===== src/rtl/seg_scan_decoder.sv =====
// Purpose: recover four BCD digits from a multiplexed active-low 7-segment scan (an/seg) and publish them as frames.
// Latency: 2-cycle synchronizer, SETTLE_CYCLES of stability per digit; digits/frame_valid appear the cycle after the completing capture.
// Backpressure: none; the scan is free-running, so each frame is a one-cycle pulse and digits hold until the next frame.
module seg_scan_decoder #(
    parameter int SETTLE_CYCLES  = 16,
    parameter int TIMEOUT_CYCLES = 1_000_000
) (
    input  logic        clk,
    input  logic        rst_n,
    input  logic [3:0]  an,
    input  logic [6:0]  seg,
    output logic [15:0] digits,
    output logic        frame_valid,
    output logic        frame_err,
    output logic        bus_err,
    output logic        stalled
);

    localparam int SW = (SETTLE_CYCLES > 1) ? $clog2(SETTLE_CYCLES) : 1;
    localparam int TW = $clog2(TIMEOUT_CYCLES + 1);
    localparam logic [SW-1:0] SET_LAST = SW'(SETTLE_CYCLES - 1);
    localparam logic [TW-1:0] TMO_MAX  = TW'(TIMEOUT_CYCLES);

    typedef enum logic [1:0] {ST_IDLE, ST_SETTLE, ST_HELD} state_t;

    logic [3:0]    an_s1_q, an_s2_q, an_p_q;
    logic [6:0]    seg_s1_q, seg_s2_q, seg_p_q;
    state_t        state_q;
    logic [SW-1:0] cnt_q;
    logic [TW-1:0] tmo_q;
    logic [3:0]    seen_q, seen_d;
    logic [15:0]   shadow_q, shadow_d;
    logic [3:0]    serr_q, serr_d;
    logic [15:0]   digits_q, digits_d;
    logic          frame_valid_q, frame_err_q, frame_err_d, bus_err_q, stalled_q;

    logic [3:0]    an_low;
    logic          an_onehot, an_illegal, an_chg, seg_chg;
    logic [1:0]    cap_slot;
    logic          cap_now, tmo_hit, frame_done;
    logic [3:0]    dec_val;
    logic          dec_bad;

    // Two-flop synchronizers plus one extra stage so "unchanged since last cycle" is a register compare.
    always_ff @(posedge clk or negedge rst_n) begin
        if (!rst_n) begin
            an_s1_q  <= 4'hF;
            an_s2_q  <= 4'hF;
            an_p_q   <= 4'hF;
            seg_s1_q <= 7'h7F;
            seg_s2_q <= 7'h7F;
            seg_p_q  <= 7'h7F;
        end else begin
            an_s1_q  <= an;
            an_s2_q  <= an_s1_q;
            an_p_q   <= an_s2_q;
            seg_s1_q <= seg;
            seg_s2_q <= seg_s1_q;
            seg_p_q  <= seg_s2_q;
        end
    end

    // Classify the anode word, detect changes, and decide whether this cycle captures a digit.
    always_comb begin
        an_low     = ~an_s2_q;
        an_onehot  = (an_low != 4'd0) && ((an_low & (an_low - 4'd1)) == 4'd0);
        an_illegal = (an_low != 4'd0) && !an_onehot;
        an_chg     = (an_s2_q != an_p_q);
        seg_chg    = (seg_s2_q != seg_p_q);
        cap_slot   = 2'd0;
        for (int i = 0; i < 4; i++) begin
            if (an_low[i]) cap_slot = 2'(i);
        end
        cap_now = (state_q == ST_SETTLE) && !an_chg && !seg_chg && (cnt_q == SET_LAST);
        // A capture in the same cycle as the timeout wins: the timeout is simply not taken.
        tmo_hit = !cap_now && (tmo_q == TMO_MAX - TW'(1));
    end

    // Segment pattern to BCD; anything unrecognised becomes F and is flagged.
    always_comb begin
        dec_bad = 1'b0;
        case (seg_s2_q)
            7'h40:   dec_val = 4'd0;
            7'h79:   dec_val = 4'd1;
            7'h24:   dec_val = 4'd2;
            7'h30:   dec_val = 4'd3;
            7'h19:   dec_val = 4'd4;
            7'h12:   dec_val = 4'd5;
            7'h02:   dec_val = 4'd6;
            7'h78:   dec_val = 4'd7;
            7'h00:   dec_val = 4'd8;
            7'h10:   dec_val = 4'd9;
            default: begin
                dec_val = 4'hF;
                dec_bad = 1'b1;
            end
        endcase
    end

    // Shadow/seen bookkeeping; a frame is published on the capture that fills the last missing slot.
    always_comb begin
        shadow_d    = shadow_q;
        serr_d      = serr_q;
        seen_d      = seen_q;
        digits_d    = digits_q;
        frame_err_d = frame_err_q;
        frame_done  = 1'b0;
        if (cap_now) begin
            shadow_d[{cap_slot, 2'b00} +: 4] = dec_val;
            serr_d[cap_slot]                 = dec_bad;
            seen_d[cap_slot]                 = 1'b1;
        end
        if (cap_now && (seen_d == 4'hF)) begin
            frame_done  = 1'b1;
            digits_d    = shadow_d;
            frame_err_d = |serr_d;
            seen_d      = 4'd0;
            serr_d      = 4'd0;
        end else if (an_illegal || tmo_hit) begin
            seen_d = 4'd0;
        end
    end

    // Scan FSM with its settle counter: exactly one capture per anode assertion.
    always_ff @(posedge clk or negedge rst_n) begin
        if (!rst_n) begin
            state_q <= ST_IDLE;
            cnt_q   <= '0;
        end else begin
            case (state_q)
                ST_IDLE: begin
                    if (an_onehot) begin
                        state_q <= ST_SETTLE;
                        cnt_q   <= '0;
                    end
                end
                ST_SETTLE: begin
                    if (an_chg) begin
                        state_q <= an_onehot ? ST_SETTLE : ST_IDLE;
                        cnt_q   <= '0;
                    end else if (seg_chg) begin
                        cnt_q <= '0;
                    end else if (cnt_q == SET_LAST) begin
                        state_q <= ST_HELD;
                    end else begin
                        cnt_q <= cnt_q + SW'(1);
                    end
                end
                ST_HELD: begin
                    if (an_chg) begin
                        state_q <= an_onehot ? ST_SETTLE : ST_IDLE;
                        cnt_q   <= '0;
                    end
                end
                default: begin
                    state_q <= ST_IDLE;
                    cnt_q   <= '0;
                end
            endcase
        end
    end

    // Frame registers, sticky bus error, and the capture-starvation watchdog.
    always_ff @(posedge clk or negedge rst_n) begin
        if (!rst_n) begin
            shadow_q      <= 16'h0000;
            serr_q        <= 4'd0;
            seen_q        <= 4'd0;
            digits_q      <= 16'h0000;
            frame_valid_q <= 1'b0;
            frame_err_q   <= 1'b0;
            bus_err_q     <= 1'b0;
            tmo_q         <= '0;
            stalled_q     <= 1'b0;
        end else begin
            shadow_q      <= shadow_d;
            serr_q        <= serr_d;
            seen_q        <= seen_d;
            digits_q      <= digits_d;
            frame_valid_q <= frame_done;
            frame_err_q   <= frame_err_d;
            bus_err_q     <= bus_err_q | an_illegal;
            if (cap_now) begin
                tmo_q     <= '0;
                stalled_q <= 1'b0;
            end else begin
                if (tmo_q != TMO_MAX) tmo_q <= tmo_q + TW'(1);
                if (tmo_hit) stalled_q <= 1'b1;
            end
        end
    end

    assign digits      = digits_q;
    assign frame_valid = frame_valid_q;
    assign frame_err   = frame_err_q;
    assign bus_err     = bus_err_q;
    assign stalled     = stalled_q;

endmodule

===== config.mk =====
export PLATFORM = sky130hd
export DESIGN_NAME = seg_scan_decoder
export DESIGN_NICKNAME = d
export VERILOG_FILES = /design/src/rtl/seg_scan_decoder.sv
export SDC_FILE = /design/constraint.sdc
export NUM_CORES = 1
export LEC_CHECK = 0
export ABC_AREA = 1
export CAP_MARGIN = 20
export CORE_MARGIN = 1.5
export CORE_UTILIZATION = 45
export DETAILED_ROUTE_END_ITERATION = 6
export PLACE_DENSITY = 0.74
export SLEW_MARGIN = 40
export SYNTH_ARGS = -nofsm -noshare
export SYNTH_HDL_FRONTEND = slang
export SYNTH_SLANG_ARGS = --single-unit

===== constraint.sdc =====
create_clock -name clk -period 3.41 [get_ports clk]
set_input_delay 0.682 -clock clk [delete_from_list [all_inputs] [get_ports clk]]
set_output_delay 0.682 -clock clk [all_outputs]
set_load 0.02 [all_outputs]

==> run_results.csv, run 1 <==
group,metric,value,unit
sta,period_share,79.5,%
setup_path,worst_path_dominant_cell_family,"simple AND/OR/NAND/NOR gates",
yosys,ys.flop_type,"dfrtp_1",
placement,placed_cell_area,5280,µm²
setup_path,rr_startpoint,"an_s2_q[3]",
global_route,antenna_found_initial,0,
clock_network,numCtsBuffers,9,
floorplan,start_util,46.5,%
power,power.density,414,nW/µm²
setup_path,cp-startpoint,"an_s2_q[3]",
clock_network,hold_buffers,0,
sta,skew,0.00970,ns
clock_network,cts_sinks,103,
setup_path,cp_cell_sequence,"inv_1, nand2_1, nand2_1, nor2_1, nand2_1, nor2_4, nand3_4, nand2_2, nand2_2, nor2_4, nand2_2, nor2_4, nand2_1, nand2_1",
yosys,yosys_warnings,0,
yosys,syn_area,4820,µm²
power,leakagePower,2.72,nW
final_layout,final_area,5490,µm²
floorplan,die_area,11300,µm²
yosys,synth.area.top_cells,"dfrtp_1, dfstp_2, nand2_1, inv_1, nor2_1",
floorplan,rows,37,
global_route,grt_pass1_vias,3732,
yosys,synth_area_leader_cell,"dfrtp_1",
final_layout,fin_nets,635,
setup_path,crit_required,3.73,ns
setup_path,slowest_delay,0.58,ns
clock_network,h-tree-depth,3,
global_route,globalRouteOverflowTotal,0,
final_layout,final_cell_mix,"nand2_1, inv_1, dfrtp_1",
min_path,hp-class,"primary input to asynchronous set/reset pin",
power,finalPower,2.27,mW
final_layout,final_core_util,53.0,%
sta,max_freq,369,MHz
final_layout,fin_cells,752,
yosys,synthMuxAreaShare,0,%
routing,wl,9.31,mm
routing,num_vias,3704,
clock_network,cts_tree,"yes",
yosys,seq_area_frac_synth,54.3,%
routing,routedWlPerCell,12.4,µm
setup_path,worstSetupPathType,"register to register",
final_layout,syn2layout_area_growth,13.9,%
final_layout,drive_gt1_share,11.5,%
final_layout,seqCellArea,2620,µm²
setup_path,startpoint_type,"register",
sta,setup_tns,0,ns
clock_network,clock_latency,0.38,ns
yosys,synthSimpleGateAreaFrac,28.5,%
yosys,synth_compound_area_share,6.23,%
final_layout,multi_input_area,1840,µm²
power,peakVddDrop,276,µV
final_layout,diodes,0,
setup_path,slowest_stage,"dfstp_2",
yosys,synthDistinctLibCells,30,
clock_network,clk_pin_slew_worst_paths,0.10,ns
yosys,synth_top_family_by_area,"simple AND/OR/NAND/NOR gates",
yosys,synth.avg_cell_area,8.41,µm²
final_layout,layout_commonest_cell,"nand2_1",
yosys,synth_xor_area_share,0.545,%
setup_path,endpoint_kind,"register",
yosys,synthAdderAreaFrac,2.86,%
placement,dp_hpwl,6.64,mm
placement,io_buffers,32,
clock_network,clockBufferDepth,2,
placement,gp_congestion,0.842,
sta,hold_viol_final,0,
global_route,grt.total_usage,17.8,%
yosys,netlist.area_leader.share,36.3,%
run_status,status,"finished, final reports clean",
sta,slew_violations,0,
routing,drcViolationCount,0,
routing,postRouteAntennaNets,0,
sta,setup_viol,0,
yosys,syn-num-nets,597,
setup_path,cp.buffers_inverters,1,
yosys,synth_seq_cells,103,
setup_path,cp.arrival,3.04,ns
placement,dp_cells,736,
job,maxCapViolations,0,
floorplan,die_h,106,µm
setup_path,cpMostUsedCell,"nand2_1",
final_layout,n_fill_cell,968,
sta,rsz0062_at_grt,"no",
clock_network,root_buffer,"clkbuf_8",
clock_network,cts_resized,0,
global_route,grt_max_degree,104,
setup_path,r2r_cells,14,
routing,drt_iter0_markers,156,
yosys,synth-edff-count,0,
floorplan,die-width,106,µm
setup_path,critPathMaxFanout,25,
routing,vias_per_cell,4.93,
floorplan,core_area,10400,µm²
routing,dr.pass1.iters,4,
yosys,async_flop_share,100,%
floorplan,io_pins,33,
global_route,grt_pass1_wl,16.2,mm
setup_path,ff2ff_setup_slack,0.70,ns
clock_network,cts_setup_buffers,0,
sta,fin_crit,2.71,ns
setup_path,r2r_end,"digits[4]",
yosys,synthCells,573,
sta,slew_headroom,54.3,%
sta,max_slew.worst_pin.slew,0.682,ns
-- layout make-up --
class / instances / share of cell area (%)
Clock inverter: 7 / 1.57
Inverter: 85 / 5.81
Multi-Input combinational cell: 379 / 33.4
Clock buffer: 9 / 2.26
Sequential cell: 103 / 47.7
Tap cell: 136 / 3.10
Timing Repair Buffer: 33 / 6.15
-- report_power, final --
part	switching (mW)	internal [mW]	leakage (nW)
Sequential	0.0249	1.27	1.30
Clock	0.454	0.358	0.110
Combinational	0.113	0.0549	1.31
-- cell usage after synthesis (2+ instances only) --
cell / n
nand3_4: 2
xor2_1: 2
nand4_1: 18
dfrtp_1: 70
nor2_1: 52
nand3b_1: 2
o211ai_1: 2
nor2_4: 6
nor3b_1: 3
nand3_1: 28
buf_6: 3
o21ai_1: 6
nand2_2: 4
ha_1: 11
nand2_1: 176
nor3_2: 2
a21oi_1: 16
dfstp_2: 33
inv_1: 80
nor3_1: 11
inv_2: 5
o21ai_0: 32
nor4_1: 2
-- cells by family (layout without fill, tap and decap cells) --
logic type,after synthesis,after routing
buffers and inverters,91,134
AND/OR/NAND/NOR,307,307
flip-flops,103,103
XOR/XNOR,3,3
adder cells (fa/ha/maj),11,11
AO/OA/AOI/OAI,58,58
-- metrics by stage --
step                      hold WS (ns)  worst slack (ns)
after floorplan                  0.345              1.27
after global placement           0.346             0.815
after detailed placement         0.347             0.672
after CTS                        0.362             0.664
after global routing             0.366             0.377
final                            0.352             0.698
-- registers in the layout (all words and copies together), names as in the netlist, 4 cells and up --
name	flops
an_p_q	4
an_s1_q	4
an_s2_q	4
cnt_q	4
digits	16
seen_q	4
seg_p_q	7
seg_s1_q	7
seg_s2_q	7
serr_q	4
shadow_q	16
tmo_q	20
-- how the worst max path moves through the flow --
stage                     slack, ns  cells after the start         to
after global placement         0.82                     14  digits[6]
after floorplan                1.27                     13  digits[4]
final                          0.70                     14  digits[4]
after global routing           0.38                     14  digits[4]
after CTS                      0.66                     14  digits[9]
after detailed placement       0.67                     14  digits[9]
-- per-layer routing --
layer | vias up | wire (µm) | GRT usage [%]
met3 | 12 | 269 | 3.99
li1 | 1887 | - | -
met4 | 0 | 133 | 5.52
met5 | - | 0 | 0
met2 | 58 | 4650 | 31.1
met1 | 1747 | 4260 | 21.8
Note: power is estimated with default switching activity, not from simulation.
==> run 2, diff against run 1 <==
- clock period: 3.41 -> 2.57 ns (I/O delays scaled with it)
==> run_results.csv, run 2 (same netlist as run 1, synthesis figures left out) <==
group,metric,value,unit
clock_network,clk_pin_slew_worst_paths,0.11,ns
setup_path,critPathMaxFanout,21,
sta,fin_crit,2.29,ns
final_layout,layout_commonest_cell,"nand2_1",
placement,dp_cells,745,
final_layout,final_cell_mix,"nand2_1, inv_1, dfrtp_1",
sta,fin_ws,0.279,ns
floorplan,core_area,10400,µm²
floorplan,die_area,11300,µm²
clock_network,cts_sinks,103,
power,peakVddDrop,381,µV
routing,routedWlPerCell,12.2,µm
floorplan,start_util,46.5,%
final_layout,syn2layout_area_growth,17.6,%
final_layout,fin_cells,773,
sta,max_freq,437,MHz
routing,num_vias,3764,
clock_network,numCtsBuffers,9,
final_layout,fin_nets,656,
routing,wl,9.44,mm
global_route,grt_pass1_wl,16.7,mm
global_route,grt_max_degree,52,
setup_path,startpoint_type,"register",
floorplan,io_pins,33,
clock_network,h-tree-depth,3,
routing,vias_per_cell,4.87,
sta,skew,0.0131,ns
clock_network,cts_tree,"yes",
setup_path,worstSetupPathType,"register to register",
power,power.density,533,nW/µm²
final_layout,drive_gt1_share,14.4,%
sta,hold_viol_final,0,
routing,drt_iter0_markers,215,
setup_path,crit_required,2.90,ns
power,finalPower,3.02,mW
placement,io_buffers,32,
clock_network,clockBufferDepth,2,
final_layout,diodes,0,
setup_path,cp.arrival,2.62,ns
routing,drcViolationCount,0,
sta,slew_headroom,57.3,%
power,leakagePower,2.83,nW
setup_path,rr_startpoint,"an_s2_q[3]",
min_path,hp-class,"primary input to asynchronous set/reset pin",
setup_path,ff2ff_setup_slack,0.28,ns
final_layout,largest_reg_flops,20,
clock_network,clock_latency,0.38,ns
placement,pre_cts_ws,0.184,ns
global_route,globalRouteOverflowTotal,0,
sta,max_slew.worst_pin.slew,0.640,ns
setup_path,r2r_end,"digits[0]",
job,maxCapViolations,0,
global_route,grt.total_usage,18.4,%
final_layout,top_register,"tmo_q",
floorplan,die-width,106,µm
placement,gp_congestion,0.882,
floorplan,die_h,106,µm
routing,dr.pass1.iters,5,
run_status,status,"finished, final reports clean",
floorplan,rows,37,
sta,slew_violations,0,
setup_path,r2r_cells,16,
sta,setup_viol,0,
global_route,grt_pass1_vias,3863,
routing,postRouteAntennaNets,0,
sta,period_share,89.1,%
placement,dp_hpwl,6.66,mm
clock_network,root_buffer,"clkbuf_8",
global_route,antenna_found_initial,0,
setup_path,endpoint_kind,"register",
-- run 2: changes by cell type in the layout (fill, tap and decap cells not counted), sizes merged --
cell and delta:
inv -1, bufinv -1, clkinv +2, buf +21
-- run 2: final cells by class --
cell class | instances | area, µm²
clock inverters | 7 | 96.3
fillers | 946 | 4700
repair buffers | 54 | 505
multi-input cells | 379 | 1840
well taps | 136 | 170
flip-flops and latches | 103 | 2620
inverters | 85 | 319
clock buffers | 9 | 124
-- run 2: worst max-delay path, cell delays in order (launching register included) --
cell and delay, ns:
dfstp_2 0.59, inv_1 0.07, nand2_1 0.05, nand2_1 0.05, nor2_1 0.13, nand2_1 0.15, nor2_4 0.13, buf_4 0.15
nand3_4 0.11, nand2_2 0.08, nand2_2 0.07, nor2_4 0.17, nand2_2 0.09, nor2_4 0.11, buf_12 0.16, nand2_1 0.07
nand2_1 0.06
-- run 2: per-stage QoR --
stage	instance area, µm²	utilization, %	hold WS, ns	setup TNS (ns)
6_report	5670	54.7	0.155	0
5_1_grt	5670	54.7	0.217	-0.0184
4_1_cts	5580	53.8	0.179	0
3_5_place_dp	5360	51.7	0.347	0
3_3_place_gp	5360	51.7	0.345	0
2_1_floorplan	4820	-	0.218	0
-- run 2: how the worst max path moves through the flow --
stage,start,endpoint,slack (ns),depth (start not counted)
final,an_s2_q[3],digits[0],0.28,16
after global routing,seg_s2_q[6],digits[4],-0.007,15
after floorplan,an_s2_q[3],digits[4],0.43,13
after CTS,an_s2_q[3],digits[6],0.15,15
after global placement,an_s2_q[1],digits[10],0.26,12
after detailed placement,an_s2_q[3],digits[6],0.18,15
-- run 2: timing repair --
action / CTS / global route
setup buffers: 0 / 12
resized for setup: 0 / 4
hold buffers: 0 / 0
endpoints found under the setup margin: 0 / 27
-- run 2: report_power, final --
part / internal (mW) / switching (mW)
Sequential: 1.68 / 0.0315
Combinational: 0.0823 / 0.154
Clock: 0.405 / 0.667
Total: 2.17 / 0.852
-- run 2: per-layer routing --
metal | vias to the layer above | GRT usage, % | part of all wire, %
met1 | 1750 | 22.2 | 45
met3 | 18 | 3.56 | 3.2
met2 | 74 | 31.9 | 50
met4 | 0 | 8.38 | 1.9
li1 | 1922 | - | -
met5 | - | 0 | 0
==> run 3, diff against run 2 <==
- CORE_MARGIN: 1.5 -> default
- SKIP_LAST_GASP: default -> 1
==> run_results.csv, run 3 (same netlist as run 1, synthesis figures left out) <==
group,metric,value,unit
run_status,status,"finished, final reports clean",
floorplan,die_area,11100,µm²
clock_network,hold_buffers,0,
sta,rsz0062_at_grt,"no",
sta,max_freq,424,MHz
setup_path,ff2ff_setup_slack,0.21,ns
job,maxCapViolations,0,
floorplan,start_util,46.5,%
global_route,antenna_found_initial,0,
setup_path,startpoint_type,"register",
sta,hold_viol_final,0,
floorplan,io_pins,33,
global_route,grt_pass1_vias,3782,
clock_network,numCtsBuffers,9,
final_layout,drive_gt1_share,13.5,%
floorplan,die-width,105,µm
sta,slew_headroom,70.4,%
setup_path,cp.arrival,2.63,ns
routing,num_vias,3842,
final_layout,layout_commonest_cell,"nand2_1",
clock_network,clk_pin_slew_worst_paths,0.10,ns
power,leakagePower,2.78,nW
sta,slew_violations,0,
setup_path,cpMostUsedCell,"nand2_1",
floorplan,rows,37,
power,p_clk_share,35.5,%
setup_path,endpoint_kind,"register",
power,finalPower,3.02,mW
final_layout,fin_nets,649,
clock_network,cts_tree,"yes",
final_layout,diodes,0,
final_layout,top_register,"tmo_q",
clock_network,root_buffer,"clkbuf_8",
setup_path,cp_cell_sequence,"inv_2, nand2_1, nand2_1, nor2_1, nand2_1, nor2_4, nand2_1, nor2_4, buf_4, nand3_2, nand2_1, nand2_1",
final_layout,syn2layout_area_growth,16.4,%
setup_path,cp.buffers_inverters,2,
setup_path,r2r_end,"digits[15]",
placement,gp_congestion,0.829,
setup_path,crit_required,2.84,ns
routing,postRouteAntennaNets,0,
clock_network,h-tree-depth,3,
final_layout,n_fill_cell,959,
sta,fin_crit,2.36,ns
setup_path,worst_path_dominant_cell_family,"simple AND/OR/NAND/NOR gates",
power,p_seq_share,56.7,%
routing,routedWlPerCell,12.4,µm
sta,setup_viol,0,
clock_network,clock_latency,0.37,ns
placement,dp_cells,745,
final_layout,final_cell_mix,"nand2_1, inv_1, dfrtp_1",
routing,drcViolationCount,0,
setup_path,slowest_stage,"dfstp_2",
setup_path,slowest_delay,0.58,ns
global_route,globalRouteOverflowTotal,0,
min_path,hp-class,"primary input to asynchronous set/reset pin",
setup_path,r2r_cells,12,
power,peakVddDrop,384,µV
setup_path,cp-startpoint,"an_s2_q[1]",
routing,drt_iter0_markers,262,
sta,period_share,91.8,%
routing,vias_per_cell,5.02,
sta,setup_tns,0,ns
placement,io_buffers,32,
sta,skew,0.0153,ns
power,pwr-share-comb,7.8,%
sta,max_slew.worst_pin.slew,0.444,ns
routing,dr.pass1.iters,4,
global_route,grt_max_degree,44,
placement,dp_hpwl,6.60,mm
power,p_sw,0.785,mW
routing,wl,9.49,mm
power,p_sw_share,26.0,%
global_route,grt.total_usage,18.6,%
final_layout,largest_reg_flops,20,
clock_network,clockBufferDepth,2,
sta,hold_ws,0.0794,ns
power,p_int,2.24,mW
power,power.density,539,nW/µm²
global_route,grt_pass1_wl,16.6,mm
floorplan,die_h,105,µm
setup_path,worstSetupPathType,"register to register",
setup_path,critPathMaxFanout,9,
floorplan,core_area,10400,µm²
clock_network,cts_sinks,103,
setup_path,rr_startpoint,"an_s2_q[1]",
final_layout,fin_cells,766,
run 3: power by group through the flow:
stage	clock (mW)	sequential, mW	combinational (mW)
after CTS	1.12	1.72	0.233
after global routing	1.18	1.72	0.276
after detailed placement	0	1.74	0.231
after floorplan	0	1.74	0.138
final	1.07	1.71	0.235
after global placement	0	1.74	0.224
run 3: worst max path at each step:
stage | slack, ns | endpoint | cells past startpoint
floorplan | 0.43 | digits[4] | 13
global placement | 0.26 | digits[11] | 12
detailed placement | 0.15 | digits[6] | 15
CTS | 0.14 | digits[4] | 15
global route | 0.007 | digits[13] | 12
finish | 0.21 | digits[15] | 12
run 3: final cells by class:
cell class | count | area [µm²] | share of cell area, %
Timing Repair Buffer | 46 | 448 | 7.98
Inverter | 85 | 319 | 5.69
Clock buffer | 9 | 124 | 2.21
Multi-Input combinational cell | 380 | 1850 | 32.9
Sequential cell | 103 | 2620 | 46.7
Clock inverter | 7 | 86.3 | 1.54
Tap cell | 136 | 170 | 3.03
run 3: worst reg2reg max path, delay by kind of cell, from the launching register on:
kind / cells / cell delay [ns]
flops: 1 / 0.58
buf+inv: 2 / 0.28
simple gates: 10 / 1.42
run 3: metal layers:
| layer | track usage (%) | up-vias | part of all wire, % |
|---|---|---|---|
| li1 | - | 1910 | - |
| met1 | 22.6 | 1838 | 45 |
| met2 | 31.9 | 72 | 49 |
| met3 | 4.14 | 22 | 3.2 |
| met4 | 8.33 | 0 | 2.4 |
| met5 | 0 | - | 0 |
run 3: through the flow:
step                setup slack [ns]  util (%)  area, µm²
CTS                            0.139      53.7       5570
global placement               0.265      51.7       5360
detailed placement             0.152      51.7       5360
floorplan                      0.431         -       4820
global route                 0.00654      54.1       5610
finish                         0.211      54.1       5610
run 3: repair_timing:
action	4_1_cts	5_1_grt
endpoints found under the setup margin	0	21
resized for setup	0	1
buffers inserted	0	4
